**config.mk**
```make
export PLATFORM = sky130hd
export DESIGN_NAME = control_filtro_flat
export DESIGN_NICKNAME = d
export VERILOG_FILES = /design/src/rtl/control_filtro_pkg.sv /design/src/rtl/control_filtro_if.sv /design/src/rtl/control_filtro.sv /design/src/flat_wrapper.sv
export SDC_FILE = /design/constraint.sdc
export NUM_CORES = 1
export LEC_CHECK = 0
export CAP_MARGIN = 40
export CORE_MARGIN = 8
export CORE_UTILIZATION = 53
export CTS_BUF_LIST = sky130_fd_sc_hd__clkbuf_4 sky130_fd_sc_hd__clkbuf_8 sky130_fd_sc_hd__clkbuf_16
export DETAILED_ROUTE_END_ITERATION = 12
export GPL_TIMING_DRIVEN = 0
export PLACE_DENSITY = 0.79
export SLEW_MARGIN = 15
export SYNTH_ARGS = -nofsm -noshare
export SYNTH_HDL_FRONTEND = slang
export SYNTH_SLANG_ARGS = --single-unit
```
**constraint.sdc**
```tcl
create_clock -name clk -period 3.5 [get_ports clk]
set_input_delay 0.525 -clock clk [delete_from_list [all_inputs] [get_ports clk]]
set_output_delay 0.525 -clock clk [all_outputs]
set_load 0.05 [all_outputs]
```
**src/rtl/control_filtro_pkg.sv**
```systemverilog
// Shared definitions for the biquad sequencer: state encoding, operand selectors
// and the fixed timing constants of one sample.
package control_filtro_pkg;

  typedef enum logic [3:0] {
    IDLE, CLR_A, MAC_A, WR_F, CLR_B, MAC_B, WR_Y, SHIFT, FIN
  } state_t;

  localparam logic [3:0] SEL_B0 = 4'd0;
  localparam logic [3:0] SEL_B1 = 4'd1;
  localparam logic [3:0] SEL_B2 = 4'd2;
  localparam logic [3:0] SEL_A0 = 4'd3;
  localparam logic [3:0] SEL_A1 = 4'd4;
  localparam logic [3:0] SEL_A2 = 4'd5;

  localparam int MAC_PASOS = 3;
  localparam int LATENCIA  = 12;

endpackage

```
**src/rtl/control_filtro_if.sv**
```systemverilog
// Control bundle between the sequencer (slave side) and whoever requests samples.
interface control_filtro_if #(
  parameter int SEL_W = 4
);
  logic             inicio;
  logic [SEL_W-1:0] sel;
  logic             rst_acum;
  logic             leer;
  logic             leer_y;
  logic             desp;
  logic             ocupado;
  logic             listo;
  logic             sobrecarga;

  modport master (
    output inicio,
    input  sel, rst_acum, leer, leer_y, desp, ocupado, listo, sobrecarga
  );

  modport slave (
    input  inicio,
    output sel, rst_acum, leer, leer_y, desp, ocupado, listo, sobrecarga
  );
endinterface

```
**src/rtl/control_filtro.sv**
```systemverilog
// Fixed-latency sequencer for a two-stage MAC filter datapath (12 cycles per sample).
// Define CONTROL_FILTRO_SOBRECARGA_EN to build the sticky overrun flag.
module control_filtro
  import control_filtro_pkg::*;
#(
  parameter int               SEL_W    = 4,
  parameter logic [SEL_W-1:0] SEL_IDLE = 4'd0
) (
  input  logic                clk,
  input  logic                rst,
  control_filtro_if.slave     bus
);

  state_t           state;
  logic [1:0]       paso;
  logic [SEL_W-1:0] sel;
  logic             rst_acum, leer, leer_y, desp, ocupado, listo;

  localparam logic [1:0] ULTIMO = 2'(MAC_PASOS - 1);

  // Every output is set on the transition into the state it belongs to,
  // so all of them come straight from flops.
  always_ff @(posedge clk or negedge rst) begin
    if (!rst) begin
      state    <= IDLE;
      paso     <= '0;
      sel      <= SEL_IDLE;
      rst_acum <= 1'b0;
      leer     <= 1'b0;
      leer_y   <= 1'b0;
      desp     <= 1'b0;
      ocupado  <= 1'b0;
      listo    <= 1'b0;
    end else begin
      rst_acum <= 1'b0;
      leer     <= 1'b0;
      leer_y   <= 1'b0;
      desp     <= 1'b0;
      listo    <= 1'b0;
      case (state)
        IDLE: if (bus.inicio) begin
          state    <= CLR_A;
          rst_acum <= 1'b1;
          ocupado  <= 1'b1;
          paso     <= '0;
          sel      <= SEL_W'(SEL_B0);
        end
        CLR_A: begin
          state <= MAC_A;
          paso  <= '0;
          sel   <= SEL_W'(SEL_B0);
        end
        MAC_A: if (paso == ULTIMO) begin
          state <= WR_F;
          leer  <= 1'b1;
        end else begin
          paso <= paso + 2'd1;
          sel  <= sel + SEL_W'(1);
        end
        WR_F: begin
          state    <= CLR_B;
          rst_acum <= 1'b1;
          sel      <= SEL_W'(SEL_A0);
        end
        CLR_B: begin
          state <= MAC_B;
          paso  <= '0;
          sel   <= SEL_W'(SEL_A0);
        end
        MAC_B: if (paso == ULTIMO) begin
          state  <= WR_Y;
          leer_y <= 1'b1;
        end else begin
          paso <= paso + 2'd1;
          sel  <= sel + SEL_W'(1);
        end
        WR_Y: begin
          state <= SHIFT;
          desp  <= 1'b1;
        end
        SHIFT: begin
          state <= FIN;
          listo <= 1'b1;
        end
        FIN: begin
          state   <= IDLE;
          ocupado <= 1'b0;
          sel     <= SEL_IDLE;
        end
        default: begin
          state   <= IDLE;
          ocupado <= 1'b0;
          sel     <= SEL_IDLE;
        end
      endcase
    end
  end

  assign bus.sel      = sel;
  assign bus.rst_acum = rst_acum;
  assign bus.leer     = leer;
  assign bus.leer_y   = leer_y;
  assign bus.desp     = desp;
  assign bus.ocupado  = ocupado;
  assign bus.listo    = listo;

`ifdef CONTROL_FILTRO_SOBRECARGA_EN
  logic sobrecarga;

  // Requests are only taken in IDLE; anything else (FIN included) is an overrun.
  always_ff @(posedge clk or negedge rst) begin
    if (!rst)                             sobrecarga <= 1'b0;
    else if (bus.inicio && state != IDLE) sobrecarga <= 1'b1;
  end

  assign bus.sobrecarga = sobrecarga;
`else
  assign bus.sobrecarga = 1'b0;
`endif

endmodule

```
**src/flat_wrapper.sv**
```systemverilog
// flat-port wrapper written by rule: the top's interface ports become plain ports
module control_filtro_flat import control_filtro_pkg::*;
#(
  parameter int               SEL_W    = 4,
  parameter logic [SEL_W-1:0] SEL_IDLE = 4'd0
)
  (clk, rst, bus_inicio, bus_sel, bus_rst_acum, bus_leer, bus_leer_y, bus_desp, bus_ocupado, bus_listo, bus_sobrecarga);
  control_filtro_if #(.SEL_W(SEL_W)) bus_i ();
  input  logic clk;
  input  logic rst;
  input wire logic [$bits(bus_i.inicio)-1:0] bus_inicio;
  output wire logic [$bits(bus_i.sel)-1:0] bus_sel;
  output wire logic [$bits(bus_i.rst_acum)-1:0] bus_rst_acum;
  output wire logic [$bits(bus_i.leer)-1:0] bus_leer;
  output wire logic [$bits(bus_i.leer_y)-1:0] bus_leer_y;
  output wire logic [$bits(bus_i.desp)-1:0] bus_desp;
  output wire logic [$bits(bus_i.ocupado)-1:0] bus_ocupado;
  output wire logic [$bits(bus_i.listo)-1:0] bus_listo;
  output wire logic [$bits(bus_i.sobrecarga)-1:0] bus_sobrecarga;
  assign bus_i.inicio = bus_inicio;
  assign bus_sel = bus_i.sel;
  assign bus_rst_acum = bus_i.rst_acum;
  assign bus_leer = bus_i.leer;
  assign bus_leer_y = bus_i.leer_y;
  assign bus_desp = bus_i.desp;
  assign bus_ocupado = bus_i.ocupado;
  assign bus_listo = bus_i.listo;
  assign bus_sobrecarga = bus_i.sobrecarga;
  control_filtro #(.SEL_W(SEL_W), .SEL_IDLE(SEL_IDLE)) u_core (.clk(clk), .rst(rst), .bus(bus_i));
endmodule
```
== Yosys cells after proc, flatten, opt, wreduce, memory -nomap -nowiden ==
Index checks and enable logic that the tools add are counted.

* $add $sub $neg: 2
* Reductions and logical operators: 11
* Magnitude comparators: 0
* Divide/modulo/power cells: 0
* Muxes and demuxes: 19
* Equal/unequal tests: 12
* Shifts and indexed selects: 0
* $mul: 0
* Bitwise gates (word level): 2

{| class="wikitable"
|+ Operators with widths
! cell !! count
|-
| $pmux 4 s8 || 1
|-
| $mux 4 || 5
|-
| $eq 4x3->1 const B || 4
|-
| $pmux 4 s4 || 1
|-
| $reduce_and 3->1 || 3
|-
| $eq 4x2->1 const B || 2
|-
| $reduce_or 2->1 || 4
|-
| $mux 1 || 7
|-
| $reduce_or 7->1 || 1
|-
| $pmux 2 s3 || 1
|-
| $add 4x1->4 const B || 1
|-
| $eq 4x1->1 const B || 1
|-
| $logic_not 4->1 || 1
|-
| $mux 2 || 2
|-
| $ne 2x1->1 const B || 2
|-
| $ne 2x2->1 const B || 2
|-
| $pmux 1 s2 || 2
|-
| $reduce_bool 3->1 || 1
|-
| $add 2x1->2 const B || 1
|-
| $eq 2x2->1 const B || 1
|-
| $not 1->1 || 2
|-
| $reduce_and 2->1 || 1
|}

* Memory bits (writable): 0
* Input port bits: 3
* Memories kept: 0
* ROM bits: 0
* Flip-flop bits (word level): 16
* Latch bits: 0

== Longest topological paths before layout ==
* Depth in word-level cells: 4
* Depth in mapped cells: 6
* Gate-level depth less buffers: 6

== Worst setup path after synthesis ==
Ideal clock, no wire load.

* Path kind: register to register
* From: reg u_core.state[0]
* To: reg u_core.paso[0]
* Data required time: 3.372 ns
* Setup time: 0.128 ns
* Arrival: 1.384 ns
* Cell stages (with the launch flop): 6
* Slack: 1.989 ns
* Cell sequence: dfrtp_1 > buf_6 > or4_4 > nand2_2 > a211oi_2 > mux2_1

* Word-level cells in the longest chain between the ends: 4
* Elaborated cells on any way between the ends: 12
* Those cells by class: 6 x eq/ne; 1 x mux; 5 x reduce/logical

{| class="wikitable"
|+ Ends and longest elaborated chain
! element !! RTL line !! text
|-
| from (decl) || control_filtro.sv:14 || <nowiki>state_t state;</nowiki>
|-
| from (signal assigned) || control_filtro.sv:25 || <nowiki>state <= IDLE;</nowiki>
|-
| from (signal assigned) || control_filtro.sv:42 || <nowiki>state <= CLR_A;</nowiki>
|-
| from (signal assigned) || control_filtro.sv:49 || <nowiki>state <= MAC_A;</nowiki>
|-
| $eq 4x2->1 (tied with other cells) || control_filtro.sv:40 || <nowiki>case (state)</nowiki>
|-
| $reduce_or 2->1 (no source line) || - ||
|-
| $ne 2x2->1 (no source line) or $reduce_bool 3->1 (tied branches) || - ||
|-
| $reduce_and 3->1 (no source line) || - ||
|-
| to (signal assigned) || control_filtro.sv:57 || <nowiki>paso <= paso + 2'd1;</nowiki>
|-
| to (signal assigned) || control_filtro.sv:74 || <nowiki>paso <= paso + 2'd1;</nowiki>
|-
| to (decl) || control_filtro.sv:15 || <nowiki>logic [1:0] paso;</nowiki>
|}

Several ways; a longest one is shown, not always the timed one.
A chain may end at the register's enable or synchronous reset.

== Final worst setup path ==
* From: reg u_core.sel[0], in the netlist u_core.bus.sel[0]
* To: out bus_sel[0]

{| class="wikitable"
|+ RTL lines
! element !! RTL line !! text
|-
| from (decl) || control_filtro.sv:16 || <nowiki>logic [SEL_W-1:0] sel;</nowiki>
|-
| from (signal assigned) || control_filtro.sv:46 || <nowiki>sel <= SEL_W'(SEL_B0);</nowiki>
|-
| from (signal assigned) || control_filtro.sv:51 || <nowiki>sel <= SEL_W'(SEL_B0);</nowiki>
|-
| from (signal assigned) || control_filtro.sv:58 || <nowiki>sel <= sel + SEL_W'(1);</nowiki>
|-
| to (decl) || flat_wrapper.sv:12 || <nowiki>output wire logic [$bits(bus_i.sel)-1:0] bus_sel;</nowiki>
|}

No word-level cell between the ends.

==> flow_metrics.tcl <==
set metrics [dict create \
    status "finished, final reports clean" \
    drt-initial-drc-count 5 \
    cpLargestDelayFamily "buffers and inverters" \
    hp-class "reg2reg" \
    cap_violations 0 \
    synth_top_area_share_pct 47.1 \
    clockRootBuffer "clkbuf_4" \
    cts_setup_buffers 0 \
    tns_ps 0 \
    worst-setup-path-type "reg2out" \
    clk_path_buf_depth 2 \
    seqPwrFrac_pct 30.3 \
    drcViolationCount 0 \
    postCtsHoldBufs 0 \
    cp-start-kind "flip-flop" \
    ys_types 32 \
    fin_crit_sh_pct 59.5 \
    fin_cells 120 \
    num-fill-cells 127 \
    portBuffers 12 \
    cts.sinks 16 \
    min_from "u_core.paso[1]$_DFFE_PN0P_" \
    timing.slew.headroom_pct 51.9 \
    finalCriticalPeriod_ps 2080 \
    hold_viol 0 \
    syn_to_final_growth_pct 19.1 \
    placed_cells 117 \
    syn-num-nets 94 \
    wl_per_cell_microns 13.8 \
    rsz0062_at_grt "false" \
    netlist_instances 89 \
    grt_max_degree 17 \
    fmax_mhz 480 \
    worstReg2RegStart "u_core.state[2]$_DFFE_PN0P_" \
    fp.dieW_microns 56.0 \
    drt-total-wl_microns 1660 \
    numCtsBuffers 3 \
    die_h_microns 56.0 \
    dr_wl_met2_microns 765 \
    antennaDiodeCount 0 \
    path_cells "clkdlybuf4s50_1" \
    post_dp_cell_area_sq_um 990 \
    first_pass_iters 4 \
    p_comb_share_pct 59.9 \
    finalClockSkew_ps 8.25 \
    maxSlewViolCount 0 \
    yosysSeqAreaShare_pct 47.1 \
    dp_hpwl_microns 1230 \
    top_layer "met4" \
    power.internal_w 0.000518 \
    p_leak_nw 0.450 \
    wl_met1_microns 775 \
    yosysWarnings 0 \
    path_buf_inv 1 \
    die-area_sq_mm 0.00314 \
    netlist_area_sq_um 850 \
    final_area_sq_mm 0.00101 \
    yosysMostFrequentCell "dfrtp_1" \
    p_clk_share_pct 9.9 \
    gp_congestion 0.838 \
    cts.reportedPaths.clkPinSlew_ps 90 \
    grt_antenna_before_repair 0 \
    ios 14 \
    p_per_area_mw_per_mm2 961 \
    core_area_sq_mm 0.00151 \
    arrival_ps 1560 \
    wl_met3_microns 90 \
    clkLatencyLatePin_ps 280 \
    ys_async_sr_fraction_pct 100 \
    grt-ovfl-total 0 \
    grt_pass1_vias 696 \
    vias_per_cell 5.54 \
    grt_pass1_wl_microns 2880 \
    power.total_w 0.000973 \
    cts_tree "done" \
    critPathRequiredTime_ps 2970 \
    ir_drop_uv 540 \
    crit_fanout 6 \
    synth-seq-cells 16 \
    nets 111 \
    slowest_delay_ps 840 \
    tightest_slew_ps 719 \
    critPathCaptureType "output port" \
    switchingPower_w 0.000455 \
    avgSynthCellArea_sq_um 9.55 \
    row_count 14 \
    startpoint "u_core.bus.sel[0]$_DFFE_PN0P_" \
    synth_edf_count 0 \
    synth_top_area_cell "dfrtp_1" \
    yosys-top-cells-area "dfrtp_1, nor2_1, o21ai_0, nand2b_1, ha_1" \
    grtUsageTotal_pct 11.0 \
    floorplan.initialDensity_pct 56.4 \
    p_sw_share_pct 46.8 \
    final_antenna_net_count 0 \
    synth_common_cells "dfrtp_1, nor2_1, o21ai_0" \
    final_util_pct 67.2 \
    worst-r2r-setup-slack_ps 1910 \
    drive_above_1_share_pct 11.5 \
    cts-htree-levels 1 \
    post_cts_resized 0 \
    ys.flop_type "dfrtp_1" \
    route.vias.total 665 \
    setup_viol 0 \
    slowest_stage "clkdlybuf4s50_1" \
]
## layout by cell type (no fill, tap or decap)
cell,Yosys,routed
dfrtp_1,16,16
nor2b_1,4,4
buf_6,1,1
nand3_1,1,1
a21o_1,2,2
nor4b_1,1,1
o2bb2ai_1,2,2
buf_1,1,1
nor3b_1,1,1
nand2_2,1,1
o21ai_0,7,7
and3b_1,1,1
o221a_2,2,2
clkbuf_4,0,3
o21a_1,1,1
mux2_1,2,2
nor2_1,13,13
buf_4,1,1
nand2_1,5,5
conb_1,1,1
clkdlybuf4s50_1,0,12
xnor2_1,1,1
a311oi_1,1,1
a21oi_1,4,4
nor3_1,4,4
nor3_2,1,1
ha_1,2,2
and3_1,1,1
nand2b_1,5,5
buf_2,1,1
or4_4,1,1
clkbuf_1,2,2
inv_1,2,2
a211oi_2,1,1
## final timing paths
| check | end | depth (start not counted) |
|---|---|---|
| max | bus_sel[0] | 1 |
| min | u_core.paso[1]$_DFFE_PN0P_ | 1 |
| max reg2reg | u_core.bus.sel[3]$_DFFE_PN0P_ | 5 |
| min reg2reg | u_core.paso[1]$_DFFE_PN0P_ | 1 |
| max in group asynchronous | u_core.bus.listo$_DFF_PN0_ | 1 |
| min in group asynchronous | u_core.bus.sel[2]$_DFFE_PN0P_ | 1 |
## state kept, by name, summed over array words and instances (netlist names)
signal,flops
u_core.state,4
u_core.bus.leer_y,1
u_core.paso,2
u_core.bus.listo,1
u_core.bus.sel,4
u_core.bus.rst_acum,1
u_core.bus.desp,1
u_core.bus.ocupado,1
u_core.bus.leer,1
## per-stage QoR
stage / setup WS, ps / hold WS, ps
floorplan: 1990 / 229
global placement: 1530 / 474
detailed placement: 1520 / 492
CTS: 1410 / 511
global route: 1360 / 543
finish: 1420 / 503
## final cells by class
type	count	area [sq um]	share of cell area, %
buffer	6	35.0	3.46
clock buffer	3	22.5	2.22
inverter	2	7.51	0.742
multi-input combinational	65	407	40.2
sequential	16	400	39.6
tap	16	20.0	1.98
timing repair buffer	12	120	11.9
## per-layer routing
layer | track usage (%) | vias up
li1 | - | 338
met1 | 13.1 | 310
met2 | 16.6 | 13
met3 | 3.65 | 4
met4 | 6.19 | 0
met5 | 0 | -
## logic make-up (layout without fill, tap and decap cells)
family / count (synthesis) / in the layout / synth area share [%]
flops: 16 / 16 / 47.1
mux: 2 / 2 / 2.65
compound gates: 20 / 20 / 16.3
other cells: 1 / 1 / 0.441
buf+inv: 8 / 23 / 5.01
simple gates: 39 / 39 / 24.4
xor+xnor: 1 / 1 / 1.03
fa+ha+maj: 2 / 2 / 2.95
## power groups by stage
stage	logic, W	registers, W	clock network (W)
4_1_cts	0.000590	0.000295	0.0000977
3_3_place_gp	0.000575	0.000296	0
3_5_place_dp	0.000587	0.000298	0
6_report	0.000583	0.000295	0.0000961
5_1_grt	0.000643	0.000304	0.000102
2_1_floorplan	0.000337	0.000404	0
Power figures use the tool's default switching activity.
